--- src/rtl/bmu_pkg.sv ---
// Shared BMU definitions: widths, bit-op codes and the issue sequencer state encoding.
package bmu_pkg;

   localparam int BMU_XLEN = 32;
   localparam int BMU_OP_W = 5;

   localparam logic [4:0] BMU_OP_CLMUL  = 5'h10;
   localparam logic [4:0] BMU_OP_CLMULH = 5'h11;
   localparam logic [4:0] BMU_OP_CLMULR = 5'h12;
   localparam logic [4:0] BMU_OP_LAST   = 5'h12;

   localparam logic [2:0] ST_IDLE      = 3'd0;
   localparam logic [2:0] ST_ISSUE     = 3'd1;
   localparam logic [2:0] ST_CAPTURE   = 3'd2;
   localparam logic [2:0] ST_CLMUL_RUN = 3'd3;
   localparam logic [2:0] ST_RESP      = 3'd4;

   function automatic logic is_clmul_op(input logic [4:0] op);
      return (op == BMU_OP_CLMUL) || (op == BMU_OP_CLMULH) || (op == BMU_OP_CLMULR);
   endfunction

endpackage

--- src/rtl/bmu_clmul_iter.sv ---
// Iterative carry-less multiplier: BPC multiplier bits are folded into a 2*XLEN product each cycle.
// done is high during the last iteration; product_nxt then already holds the final product.
module bmu_clmul_iter #(
   parameter int XLEN = 32,
   parameter int BPC  = 1
) (
   input  logic              clk_i,
   input  logic              rst_ni,
   input  logic              start,
   input  logic              abort,
   input  logic [XLEN-1:0]   op1,
   input  logic [XLEN-1:0]   op2,
   output logic              done,
   output logic [2*XLEN-1:0] product_nxt
);

   localparam int STEPS = XLEN / BPC;
   localparam int CNT_W = $clog2(STEPS + 1);

   logic [2*XLEN-1:0] mcand_q;
   logic [2*XLEN-1:0] prod_q;
   logic [XLEN-1:0]   mplier_q;
   logic [CNT_W-1:0]  cnt_q;

   always_comb begin
      product_nxt = prod_q;
      for (int j = 0; j < BPC; j++) begin
         if (mplier_q[j]) product_nxt = product_nxt ^ (mcand_q << j);
      end
   end

   assign done = (cnt_q == CNT_W'(1));

   always_ff @(posedge clk_i or negedge rst_ni) begin
      if (!rst_ni) begin
         mcand_q  <= '0;
         prod_q   <= '0;
         mplier_q <= '0;
         cnt_q    <= '0;
      end else if (abort) begin
         cnt_q    <= '0;
      end else if (start) begin
         mcand_q  <= {{XLEN{1'b0}}, op1};
         mplier_q <= op2;
         prod_q   <= '0;
         cnt_q    <= CNT_W'(STEPS);
      end else if (cnt_q != '0) begin
         prod_q   <= product_nxt;
         mcand_q  <= mcand_q << BPC;
         mplier_q <= mplier_q >> BPC;
         cnt_q    <= cnt_q - CNT_W'(1);
      end
   end

endmodule

--- src/rtl/bitmanip_issue_sequencer.sv ---
// Execute-stage controller between issue and the BMU datapath; returns results to writeback.
// Define BMU_CLMUL_EN to run CLMUL/CLMULH/CLMULR on bmu_clmul_iter; otherwise those codes are illegal.
//
// state     | meaning
// IDLE      | waiting for an issue request
// ISSUE     | bmu_enable_o pulse, registered operands presented to the BMU
// CAPTURE   | BMU result valid, latched into the response register
// CLMUL_RUN | carry-less multiply iterating on the sub-unit
// RESP      | response held until writeback accepts
module bitmanip_issue_sequencer #(
   parameter int XLEN      = bmu_pkg::BMU_XLEN,
   parameter int OP_W      = bmu_pkg::BMU_OP_W,
   parameter int TAG_W     = 5,
   parameter int CLMUL_BPC = 1
) (
   input  logic             clk_i,
   input  logic             rst_ni,
   input  logic             flush_i,
   input  logic             req_valid_i,
   output logic             req_ready_o,
   input  logic [OP_W-1:0]  req_op_i,
   input  logic [XLEN-1:0]  req_rs1_i,
   input  logic [XLEN-1:0]  req_rs2_i,
   input  logic [TAG_W-1:0] req_rd_i,
   output logic             bmu_enable_o,
   output logic [OP_W-1:0]  bmu_op_o,
   output logic [XLEN-1:0]  bmu_operand1_o,
   output logic [XLEN-1:0]  bmu_operand2_o,
   input  logic [XLEN-1:0]  bmu_result_i,
   output logic             resp_valid_o,
   input  logic             resp_ready_i,
   output logic [XLEN-1:0]  resp_result_o,
   output logic [TAG_W-1:0] resp_rd_o,
   output logic             resp_illegal_o,
   output logic             busy_o
);
   import bmu_pkg::*;

   if ((XLEN % CLMUL_BPC) != 0) begin : g_bpc_check
      $error("CLMUL_BPC must divide XLEN");
   end

   logic [2:0]       state_q, state_d;
   logic [OP_W-1:0]  op_q;
   logic [XLEN-1:0]  opa_q, opb_q, res_q;
   logic [TAG_W-1:0] rd_q;
   logic             illegal_q;
   logic             accept, clmul_op, dec_illegal, clmul_done;
   logic [XLEN-1:0]  clmul_res;

`ifdef BMU_CLMUL_EN
   logic [2*XLEN-1:0] clmul_prod;

   assign clmul_op = is_clmul_op(req_op_i);

   bmu_clmul_iter #(.XLEN(XLEN), .BPC(CLMUL_BPC)) u_clmul (
      .clk_i       (clk_i),
      .rst_ni      (rst_ni),
      .start       (accept & clmul_op),
      .abort       (flush_i),
      .op1         (req_rs1_i),
      .op2         (req_rs2_i),
      .done        (clmul_done),
      .product_nxt (clmul_prod)
   );

   always_comb begin
      case (op_q)
         BMU_OP_CLMULH: clmul_res = clmul_prod[2*XLEN-1:XLEN];
         BMU_OP_CLMULR: clmul_res = clmul_prod[2*XLEN-2:XLEN-1];
         default:       clmul_res = clmul_prod[XLEN-1:0];
      endcase
   end
`else
   assign clmul_op   = 1'b0;
   assign clmul_done = 1'b0;
   assign clmul_res  = '0;
`endif

   // Gated by rst_ni so every output reads 0 while reset is held.
   assign req_ready_o = rst_ni & (state_q == ST_IDLE) & ~flush_i;
   assign accept      = req_valid_i & req_ready_o;
   assign dec_illegal = ~(req_op_i < BMU_OP_CLMUL) & ~clmul_op;

   always_comb begin
      state_d = state_q;
      case (state_q)
         ST_IDLE: begin
            if (accept) begin
               if (dec_illegal)   state_d = ST_RESP;
               else if (clmul_op) state_d = ST_CLMUL_RUN;
               else               state_d = ST_ISSUE;
            end
         end
         ST_ISSUE:     state_d = ST_CAPTURE;
         ST_CAPTURE:   state_d = ST_RESP;
         ST_CLMUL_RUN: if (clmul_done) state_d = ST_RESP;
         ST_RESP:      if (resp_ready_i) state_d = ST_IDLE;
         default:      state_d = ST_IDLE;
      endcase
      if (flush_i) state_d = ST_IDLE;
   end

   always_ff @(posedge clk_i or negedge rst_ni) begin
      if (!rst_ni) begin
         state_q   <= ST_IDLE;
         op_q      <= '0;
         opa_q     <= '0;
         opb_q     <= '0;
         rd_q      <= '0;
         res_q     <= '0;
         illegal_q <= 1'b0;
      end else begin
         state_q <= state_d;
         if (accept) begin
            op_q      <= req_op_i;
            opa_q     <= req_rs1_i;
            opb_q     <= req_rs2_i;
            rd_q      <= req_rd_i;
            illegal_q <= dec_illegal;
            res_q     <= '0;
         end else if (state_q == ST_CAPTURE) begin
            res_q <= bmu_result_i;
         end else if ((state_q == ST_CLMUL_RUN) && clmul_done) begin
            res_q <= clmul_res;
         end
      end
   end

   assign bmu_enable_o   = (state_q == ST_ISSUE);
   assign bmu_op_o       = op_q;
   assign bmu_operand1_o = opa_q;
   assign bmu_operand2_o = opb_q;
   assign resp_valid_o   = (state_q == ST_RESP);
   assign resp_result_o  = res_q;
   assign resp_rd_o      = rd_q;
   assign resp_illegal_o = illegal_q;
   assign busy_o         = (state_q != ST_IDLE);

endmodule

--- config.mk ---
export PLATFORM = sky130hd
export DESIGN_NAME = bitmanip_issue_sequencer
export DESIGN_NICKNAME = d
export VERILOG_FILES = /design/src/rtl/bmu_pkg.sv /design/src/rtl/bmu_clmul_iter.sv /design/src/rtl/bitmanip_issue_sequencer.sv
export SDC_FILE = /design/constraint.sdc
export NUM_CORES = 1
export LEC_CHECK = 0
export ABC_AREA = 1
export CAP_MARGIN = 5
export CORE_ASPECT_RATIO = 1.25
export CORE_UTILIZATION = 44
export DETAILED_ROUTE_END_ITERATION = 6
export GPL_ROUTABILITY_DRIVEN = 0
export PLACE_DENSITY_LB_ADDON = 0.08
export RECOVER_POWER = 50
export SYNTH_ARGS = -nofsm -noshare
export SYNTH_HDL_FRONTEND = slang
export SYNTH_HIERARCHICAL = 1
export SYNTH_SLANG_ARGS = --single-unit
--- constraint.sdc ---
create_clock -name clk_i -period 2.3 [get_ports clk_i]
set_clock_uncertainty 0.15 [all_clocks]
set_input_delay 0.46 -clock clk_i [delete_from_list [all_inputs] [get_ports clk_i]]
set_output_delay 0.46 -clock clk_i [all_outputs]
set_load 0.005 [all_outputs]
# Yosys cells after proc, flatten, opt, wreduce, memory -nomap -nowiden
# Index checks and enable logic that the tools add are counted.
[word_totals] output_inout_bits=111 mem_count=0 regBits=110 romBits=0 wordCells=31 input_bits=111 ramBits=0 latch_bits=0
[op_classes] muxes=7 magnitude_cmp=1 n_addsub=0 n_shift=0 n_reduce_logical=4 div_mod_pow=0 n_eq_ne=7 n_bitwise=5 n_mul=0
[op_table] op="32-bit 2-to-1 mux" n=2
[op_table] op="3-bit case mux with 5 select lines" n=1
[op_table] op="3-bit 2-to-1 mux" n=4
[op_table] op="3-bit by 2-bit equality test with 1-bit output (second input constant)" n=2
[op_table] op="5-bit less-than comparator (second input constant)" n=1
[op_table] op="1-bit AND" n=3
[op_table] op="3-bit by 1-bit equality test with 1-bit output (second input constant)" n=1
[op_table] op="3-bit equality test (second input constant)" n=1
[op_table] op="3-bit zero test" n=1
[op_table] op="3-bit by 2-bit != test with 1-bit output (second input constant)" n=1
[op_table] op="3-bit != test (second input constant)" n=1
[op_table] op="3-bit AND reduction" n=1
[op_table] op="3-bit nonzero test" n=1
[op_table] op="2-bit != test (second input constant)" n=1
[op_table] op="1-bit NOT" n=2
[op_table] op="2-bit nonzero test" n=1

# Depth between registers and ports, before layout
# Gate-level depths: netlist of run 1.
[depth] depth_word=7 mapped_depth=8 mapped_depth_nobuf=7

# Least setup slack after synthesis of run 1
# Ideal clock, no wire load.
[synth_path] kind="flip-flop to output port" from="reg state_q[0]" to="out req_ready_o" path_slack_ps=728 t_arrival_ps=962 n_path_buf=0 path_stages_with_launch=6 required_ps=1690 path_cell_list="dfrtp_1 -> nor2_4 -> inv_4 -> nor2_1 -> inv_1 -> nor3_1"
[synth_between] elab_chain_len=3
[synth_lines] element="start: declaration" line_no="bitmanip_issue_sequencer.sv:43" rtl="logic [2:0] state_q, state_d;"
[synth_lines] element="start signal: assignment" line_no="bitmanip_issue_sequencer.sv:114" rtl="state_q <= state_d;"
[synth_lines] element="3-bit zero test" line_no="bitmanip_issue_sequencer.sv:81" rtl="assign req_ready_o = rst_ni & (state_q == ST_IDLE) & ~flush_i;"
[synth_lines] element="1-bit AND (2 in series)" line_no="bitmanip_issue_sequencer.sv:81"
[synth_lines] element="end: declaration" line_no="bitmanip_issue_sequencer.sv:20" rtl="output logic req_ready_o,"
# No other way between the ends.

# Final worst setup path of run 1
[layout_path] from="reg state_q[0]" to="out resp_valid_o"
[layout_between] elab_chain_len=1
[layout_lines] element="3-bit equality test" line_no="bitmanip_issue_sequencer.sv:134" rtl="assign resp_valid_o = (state_q == ST_RESP);"
[layout_lines] element="end: declaration" line_no="bitmanip_issue_sequencer.sv:30" rtl="output logic resp_valid_o,"
# No other way between the ends.

==> results.yml, run 1 <==
logic_synthesis:
  muxShareOfSynthArea_pct: 0
  synthSimpleGateAreaFrac_pct: 16.49
  yosysWarnings: 6
  yosysUniqueCellTypes: 20
  yosysTopAreaCell: "dfrtp_1"
  synth_top_area_share_pct: 57.70
  synth_compound_area_share_pct: 11.36
  ys_seq_area_share_pct: 57.70
  synthTopCellsByArea: "dfrtp_1 (58%), nand2_1 (13%), o21ai_1 (9.7%)"
  synthCells: 550
  synth_seq_cells: 109
  avgSynthCellArea_sq_um: 8.595
  synth_xor_area_share_pct: 0
  syn_nets: 661
  netlist_area_sq_um: 4727
  synth_top_family_by_area: "simple AND/OR/NAND/NOR gates"
  synth_fa_ha_area_share_pct: 0
sta:
  worst_pin_slew_ns: 1.397
  setup_viol: 0
  period_needed_ns: 2.214
  setup-tns-final_ns: 0
  slew_violations: 0
  period_share_pct: 96.27
  fmax_ghz: 0.4516
  fin_ws_ns: 0.08570
  slew_headroom_pct: 6.893
  finalHoldViolations: 0
  rsz0062_at_grt: "no"
detailed_routing:
  drtAntennaViolNets: 0
  viasPerCell: 4.583
  dr.first_iter.drc_count: 181
  vias: 4106
  routedWlPerCell_um: 13.34
  drt_wl_total_um: 11950
  drc: 0
  drt_first_pass_iters: 5
pwr:
  leakagePower_uw: 0.003952
  internal-power_uw: 4019
  power.switching_uw: 1392
  peakVddDrop_uv: 431.6
  netSwitchingFraction_pct: 25.73
  power_density_nw_per_um2: 745.4
  p_seq_share_pct: 45.1
  combPwrFrac_pct: 26.2
  p_clk_share_pct: 28.8
grt:
  grt_max_degree: 58
  grt_pass1_wl_um: 19410
  first_global_vias: 4095
  grt-ovfl-total: 0
  antenna_found_initial: 0
  grtUsageTotal_pct: 22.44
worst_setup_path:
  required_ns: 1.69
  crit_path_start: "state_q[0]"
  rrSetupSlack_ns: 0.41
  path_max_fanout: 4
  cpPeakStageDelay_ns: 0.58
  path_buf_inv: 1
  worst-setup-path-type: "reg2out"
  crit_path_cell_trace: "nor3_2, clkdlybuf4s50_1"
  r2r_start: "state_q[2]"
  critical_path.reg2reg.endpoint: "resp_result_o[24]"
  slowest_stage: "clkdlybuf4s50_1"
  setup.worst_path.start_class: "flop"
  critPathCaptureType: "output pin"
  critPathArrivalTime_ns: 1.60
  reg2regPathDepth: 8
  crit_family: "buffers and inverters"
  cp.depth: 2
  cp-endpoint: "resp_valid_o"
final_layout:
  syn_to_final_growth_pct: 53.57
  post-route-cell-area_sq_um: 7259
  drive_gt1_share_pct: 5.737
  num_antenna_cells: 0
  fin_cells: 896
  layout.nets: 874
  final_cell_mix: "nand2_1 (165), clkdlybuf4s50_1 (165), inv_1 (111)"
job:
  cap_violations: 0
outcome:
  status: "complete, no violations"
floorplan:
  num_rows: 41
  die_x_um: 94.71
  ios: 222
  die_h_um: 117.9
  initial_utilization_pct: 46.07
  die_area_sq_um: 11160
  coreArea_sq_um: 10260
hold_path:
  hold_start: "bmu_operand1_o[12]"
  min_path_type: "reg2reg"
clock_network:
  cts_buffer_depth: 2
  clk_pin_slew_worst_paths_ns: 0.07
  cts_tree: "done"
  ctsHoldBuffers: 0
  cts_buffers: 9
  cts-htree-levels: 3
  clk_latency_ns: 0.34
  clockRootBuffer: "clkbuf_16"
  cts_sinks: 109
place:
  dp_cells: 880
  numPortBuffers: 221
  post-place-ws_ns: 0.04325
  place_area_sq_um: 6954
  dp_hpwl_um: 8707
## registers in the layout, indices dropped and copies added (netlist names)
name	count
bmu_op_o	5
bmu_operand2_o	32
resp_result_o	32
state_q	3
resp_rd_o	5
bmu_operand1_o	32
## cell type report
type,instances,area (sq um)
clock buffer,11,252.7
tap,129,161.4
inverter,114,430.4
timing repair buffer,232,2307
clock inverter,4,47.55
multi-input combinational,297,1330
sequential,109,2730
fill,830,3000
## how the worst min path moves through the flow
stage	to	cells past startpoint
2_1_floorplan	bmu_op_o[0]	0
3_3_place_gp	bmu_operand1_o[5]	2
3_5_place_dp	bmu_operand1_o[12]	2
4_1_cts	resp_result_o[26]	2
5_1_grt	resp_rd_o[1]	2
6_report	bmu_operand1_o[12]	2
## per-stage QoR
stage                     total power [uW]  utilization (%)  hold slack, ns
after floorplan                       2921                -         0.01441
after global placement                3916            67.78          0.3198
after detailed placement              3967            67.78          0.3270
after CTS                             5542            70.76          0.1434
after global routing                  5721            70.76          0.3562
final                                 5411            70.76          0.3332
## synthesized netlist by cell type
cell,number
nor2_4,1
buf_4,11
o21ai_1,92
clkbuf_2,3
nand2_2,10
inv_1,112
dfrtp_1,109
nor2_8,1
buf_2,4
inv_2,1
o21ai_0,14
nand3_1,3
nor3_1,2
o22ai_1,1
nand4_1,1
buf_6,12
nand2_1,165
nor2_1,6
inv_4,1
nand4_2,1
## repair_timing
action | CTS | global route
resized for setup | 3 | 4
pin swaps | 0 | 0
buffers inserted | 0 | 1
hold endpoints to repair | 0 | 0
setup endpoints to repair | 2 | 4
## logic make-up after synthesis
logic type / after synthesis
simple gates: 190
buf+inv: 144
compound gates: 107
flops: 109
## layer usage
layer	routed length, um	track usage (%)	vias to the layer above
li1	-	-	2072
met1	4669	24.89	1865
met2	6068	39.57	150
met3	948	7.171	19
met4	263	7.670	0
met5	0	0	-
## tightest hold or removal path, cell delays in order (launching register included)
cell and delay (ns):
dfrtp_1 0.34, nand2_1 0.05, o21ai_1 0.06
## power by group through the flow
stage	combinational, uW	clock [uW]	sequential (uW)
after global routing	1560	1680	2480
after global placement	1460	0	2460
final	1420	1560	2440
after CTS	1500	1600	2450
after detailed placement	1490	0	2480
after floorplan	427	0	2490
Note: power is estimated with default switching activity, not from simulation.
==> inputs of run 2 (changes only) <==
Settings changed: PLACE_DENSITY set to 0.85, PLACE_DENSITY_LB_ADDON 0.08 to unset, SETUP_SLACK_MARGIN set to 0.05.
Clock period 2.3 ns to 2.6 ns, I/O delays scaled along.
==> run 2 against run 1 <==
Combinational power decreased by 11%. Clock power increased by 4%. Largest cell class unchanged. Cell count decreased by 0.11%. Sequential share of layout area decreased by 0.38 points. Setup slack improved by 0.11 ns. Count of clock-buffer cells in the layout increased by 2. Power decreased by 7.0%. Sequential power decreased by 11%. Critical path depth unchanged. First-iteration DRC count decreased by 3.3%.
==> results.yml, run 2 (synthesis results as in run 1) <==
grt:
  grtUsageTotal_pct: 21.97
  first_global_vias: 4157
  grt_pass1_wl_um: 19090
  antenna_found_initial: 0
  grt_max_degree: 56
  grt-ovfl-total: 0
hold_path:
  min_path_type: "reg2reg"
clock_network:
  clk_latency_ns: 0.34
  cts_sinks: 109
  cts_tree: "done"
  cts-htree-levels: 3
  cts_buffers: 9
  ctsHoldBuffers: 0
  clk_pin_slew_worst_paths_ns: 0.07
  clockRootBuffer: "clkbuf_16"
  cts_buffer_depth: 2
detailed_routing:
  vias: 4166
  drc: 0
  drtAntennaViolNets: 0
  drt_first_pass_iters: 5
  viasPerCell: 4.655
  drt_wl_total_um: 11870
  dr.first_iter.drc_count: 175
  routedWlPerCell_um: 13.26
sta:
  period_share_pct: 92.54
  period_needed_ns: 2.406
  setup_viol: 0
  fin_ws_ns: 0.1939
  slew_headroom_pct: 11.52
  setup-tns-final_ns: 0
  rsz0062_at_grt: "no"
  finalHoldViolations: 0
  fmax_ghz: 0.4156
  worst_pin_slew_ns: 1.327
  slew_violations: 0
worst_setup_path:
  critPathArrivalTime_ns: 1.74
  critPathCaptureType: "output pin"
  required_ns: 1.93
  path_max_fanout: 7
  setup.worst_path.start_class: "flop"
  worst-setup-path-type: "reg2out"
final_layout:
  syn_to_final_growth_pct: 55.06
  final_cell_mix: "clkdlybuf4s50_1 (166), nand2_1 (165), inv_1 (112)"
  layout.nets: 872
  drive_gt1_share_pct: 5.352
  final_common_cell: "clkdlybuf4s50_1"
  num_antenna_cells: 0
pwr:
  power.switching_uw: 1242
  leakagePower_uw: 0.003972
  p_seq_share_pct: 42.9
  netSwitchingFraction_pct: 24.68
  combPwrFrac_pct: 24.9
  peakVddDrop_uv: 396.4
  internal-power_uw: 3789
  p_clk_share_pct: 32.2
  power_density_nw_per_um2: 686.4
floorplan:
  num_rows: 41
  die_area_sq_um: 11160
  coreArea_sq_um: 10260
  initial_utilization_pct: 46.07
  ios: 222
  die_h_um: 117.9
  die_x_um: 94.71
outcome:
  status: "complete, no violations"
place:
  post-place-ws_ns: 0.1603
  dp_hpwl_um: 8675
  numPortBuffers: 221
job:
  cap_violations: 0
run 2: changes by cell type in the layout (fill, tap and decap cells not counted), moves of 2 or more:
cell       before  now
buf_4           6    4
bufinv_16       1    3
buf_12          2    4
clkinv_2        2    0
run 2: timing repair:
item | CTS | global route
buffers inserted | 1 | 0
gates resized for setup | 2 | 0
endpoints found under the setup margin | 1 | 0
run 2: final timing paths:
kind	startpoint	endpoint	slack (ns)	cells past startpoint
worst max-delay path	state_q[1]	resp_valid_o	0.19	2
worst min-delay path	bmu_operand2_o[11]	bmu_operand2_o[11]	0.34	2
worst max register to register	state_q[0]	resp_result_o[25]	0.72	8
worst min register to register	bmu_operand2_o[11]	bmu_operand2_o[11]	0.34	2
max in group asynchronous	rst_ni	resp_result_o[14]	0.48	3
min in group asynchronous	rst_ni	resp_result_o[26]	0.43	2
run 2: cell type report:
class	count	area (sq um)
multi-input cells	297	1325
clock inverters	3	90.09
well taps	129	161.4
inverters	114	430.4
flip-flops and latches	109	2729
clock buffers	13	270.3
repair buffers	230	2323
fillers	763	2930
run 2: critical path, stage by stage, from the launching register on:
cell             delay [ns]
dfrtp_1                0.46
nor3_1                 0.32
clkdlybuf4s50_1        0.61
run 2: per-stage QoR:
step                      cells  total power [uW]  cell area, sq um  hold WS, ns  util, %
after floorplan             550              2584              4727      0.07441        -
after global placement      878              3462              6964       0.3192    67.88
after detailed placement    878              3512              6964       0.3272    67.88
after CTS                   895              5139              7332       0.1853    71.46
after global routing        895              5289              7330       0.3587    71.44
final                       895              5031              7330       0.3389    71.44
run 2: metal layers:
layer | wire (um) | track usage, % | part of all wire, %
met5 | 0 | 0 | 0
met4 | 402 | 10.32 | 3.4
met3 | 926 | 6.460 | 7.8
met2 | 5926 | 38.22 | 50
met1 | 4615 | 23.96 | 39
run 2: power by group through the flow:
| stage | registers, uW | logic [uW] | clock network (uW) |
|---|---|---|---|
| global placement | 2180 | 1290 | 0 |
| CTS | 2170 | 1330 | 1640 |
| detailed placement | 2190 | 1320 | 0 |
| finish | 2160 | 1260 | 1620 |
| global route | 2190 | 1380 | 1710 |
| floorplan | 2210 | 378 | 0 |
==> inputs of run 3 (changes only) <==
Settings changed: CORE_ASPECT_RATIO 1.25 to 1.75.
==> run 3 against run 2 <==
Non-clock buffer count fell by 3. Via count is 2.1% higher. Global-route usage up 1.3 points. Maximum frequency is 2.3% higher. Sequential power hardly changed. Combinational power about the same. Die area up 0.12%. Wire length is 6.7% higher. Register-to-register slack worse by 0.35 ns.
==> results.yml, run 3 (synthesis results as in run 1) <==
outcome:
  status: "complete, no violations"
clock_network:
  clockRootBuffer: "clkbuf_16"
  cts_buffers: 9
  cts_sinks: 109
  cts_tree: "done"
  clk_pin_slew_worst_paths_ns: 0.07
  clk_latency_ns: 0.34
  cts-htree-levels: 3
  cts_buffer_depth: 2
worst_setup_path:
  reg2regPathDepth: 6
  rrSetupSlack_ns: 0.37
  setup.worst_path.start_class: "flop"
  required_ns: 1.93
  critical_path.reg2reg.endpoint: "resp_result_o[5]"
  critPathCaptureType: "output pin"
  r2r_start: "state_q[1]"
  critPathArrivalTime_ns: 1.68
  path_max_fanout: 3
  worst-setup-path-type: "reg2out"
floorplan:
  num_rows: 49
  die_area_sq_um: 11180
  ios: 222
  die_x_um: 80.35
  initial_utilization_pct: 45.62
  coreArea_sq_um: 10360
  die_h_um: 139.1
sta:
  slew_violations: 0
  fin_ws_ns: 0.2480
  fmax_ghz: 0.4252
  rsz0062_at_grt: "no"
  setup_viol: 0
  setup-tns-final_ns: 0
  period_needed_ns: 2.352
  period_share_pct: 90.46
  worst_pin_slew_ns: 1.139
  finalHoldViolations: 0
  slew_headroom_pct: 24.00
final_layout:
  num_antenna_cells: 0
  n_fill_cell: 798
  multiInputGateArea_sq_um: 1313
  drive_gt1_share_pct: 4.849
  syn_to_final_growth_pct: 52.01
  register_area_sq_um: 2729
  layout.nets: 869
  final_cell_mix: "clkdlybuf4s50_1 (204), nand2_1 (165), inv_1 (113)"
  final_common_cell: "clkdlybuf4s50_1"
pwr:
  combPwrFrac_pct: 26.8
  netSwitchingFraction_pct: 26.96
  peakVddDrop_uv: 553.7
  power_density_nw_per_um2: 661.3
  p_seq_share_pct: 45.6
  power.switching_uw: 1281
  internal-power_uw: 3471
  p_clk_share_pct: 27.6
  leakagePower_uw: 0.003838
place:
  dp_hpwl_um: 9184
  numPortBuffers: 221
  post-place-ws_ns: 0.1899
grt:
  grt_pass1_wl_um: 19870
  antenna_found_initial: 0
  grt_max_degree: 109
  grt-ovfl-total: 0
  first_global_vias: 4277
  grtUsageTotal_pct: 23.29
detailed_routing:
  drtAntennaViolNets: 0
  viasPerCell: 4.780
  dr.first_iter.drc_count: 248
  routedWlPerCell_um: 14.23
  drt_first_pass_iters: 4
  drc: 0
  vias: 4254
  drt_wl_total_um: 12670
hold_path:
  min_path_type: "in2async"
job:
  cap_violations: 0
run 3: cell count changes in the layout (fill, tap and decap cells not counted), moves of 3 or more:
cell	before	now
o21ai_0	14	80
o21ai_1	92	26
clkdlybuf4s50_1	166	204
dlygate4sd3_1	53	15
buf_12	4	1
bufinv_16	3	0
run 3: power by group through the flow:
stage / Combinational, uW / Clock, uW / Sequential, uW
finish: 1280 / 1310 / 2170
floorplan: 378 / 0 / 2210
global placement: 1290 / 0 / 2170
detailed placement: 1330 / 0 / 2200
CTS: 1340 / 1350 / 2170
global route: 1400 / 1420 / 2200
run 3: worst max path at each step:
stage	from	to	slack [ns]	cells past startpoint
3_5_place_dp	flush_i	req_ready_o	0.19	3
6_report	state_q[2]	resp_valid_o	0.25	3
5_1_grt	flush_i	bmu_operand1_o[24]	0.18	6
3_3_place_gp	flush_i	req_ready_o	0.17	3
2_1_floorplan	state_q[0]	req_ready_o	0.97	5
4_1_cts	state_q[0]	req_ready_o	0.09	6
run 3: timing repair:
item / in CTS / in global routing
pin swaps: 1 / 0
setup endpoints to repair: 1 / 1
gates resized for setup: 2 / 1
setup buffers: 1 / 0
hold buffers: 0 / 0
run 3: final cells by class:
type,count,area share (%)
clock buffer,11,3.378
sequential,109,37.98
multi-input combinational,297,18.27
tap,127,2.211
clock inverter,5,0.5920
timing repair buffer,227,31.59
inverter,114,5.990
run 3: critical path: stages, from the launching register on:
cell,delay [ns]
dfrtp_1,0.43
inv_1,0.11
nor3_1,0.25
clkdlybuf4s50_1,0.56
run 3: routing by layer:
metal	part of all wire (%)	up-vias	global-route usage (%)
met5	0	-	0
met4	4.3	0	12.97
met3	6.4	41	6.053
met2	53	181	40.63
met1	36	1974	24.69
li1	-	2058	-
run 3: stage by stage:
step                      power (uW)  area (sq um)  std cells  hold slack, ns  utilization (%)
final                           4752          7186        890          0.1645            69.35
after global routing            5021          7186        890          0.2295            69.35
after CTS                       4856          7211        890          0.1660            69.59
after detailed placement        3521          6914        873          0.3271            66.73
after global placement          3458          6914        873          0.3202            66.73
after floorplan                 2584          4727        550         0.07441                -
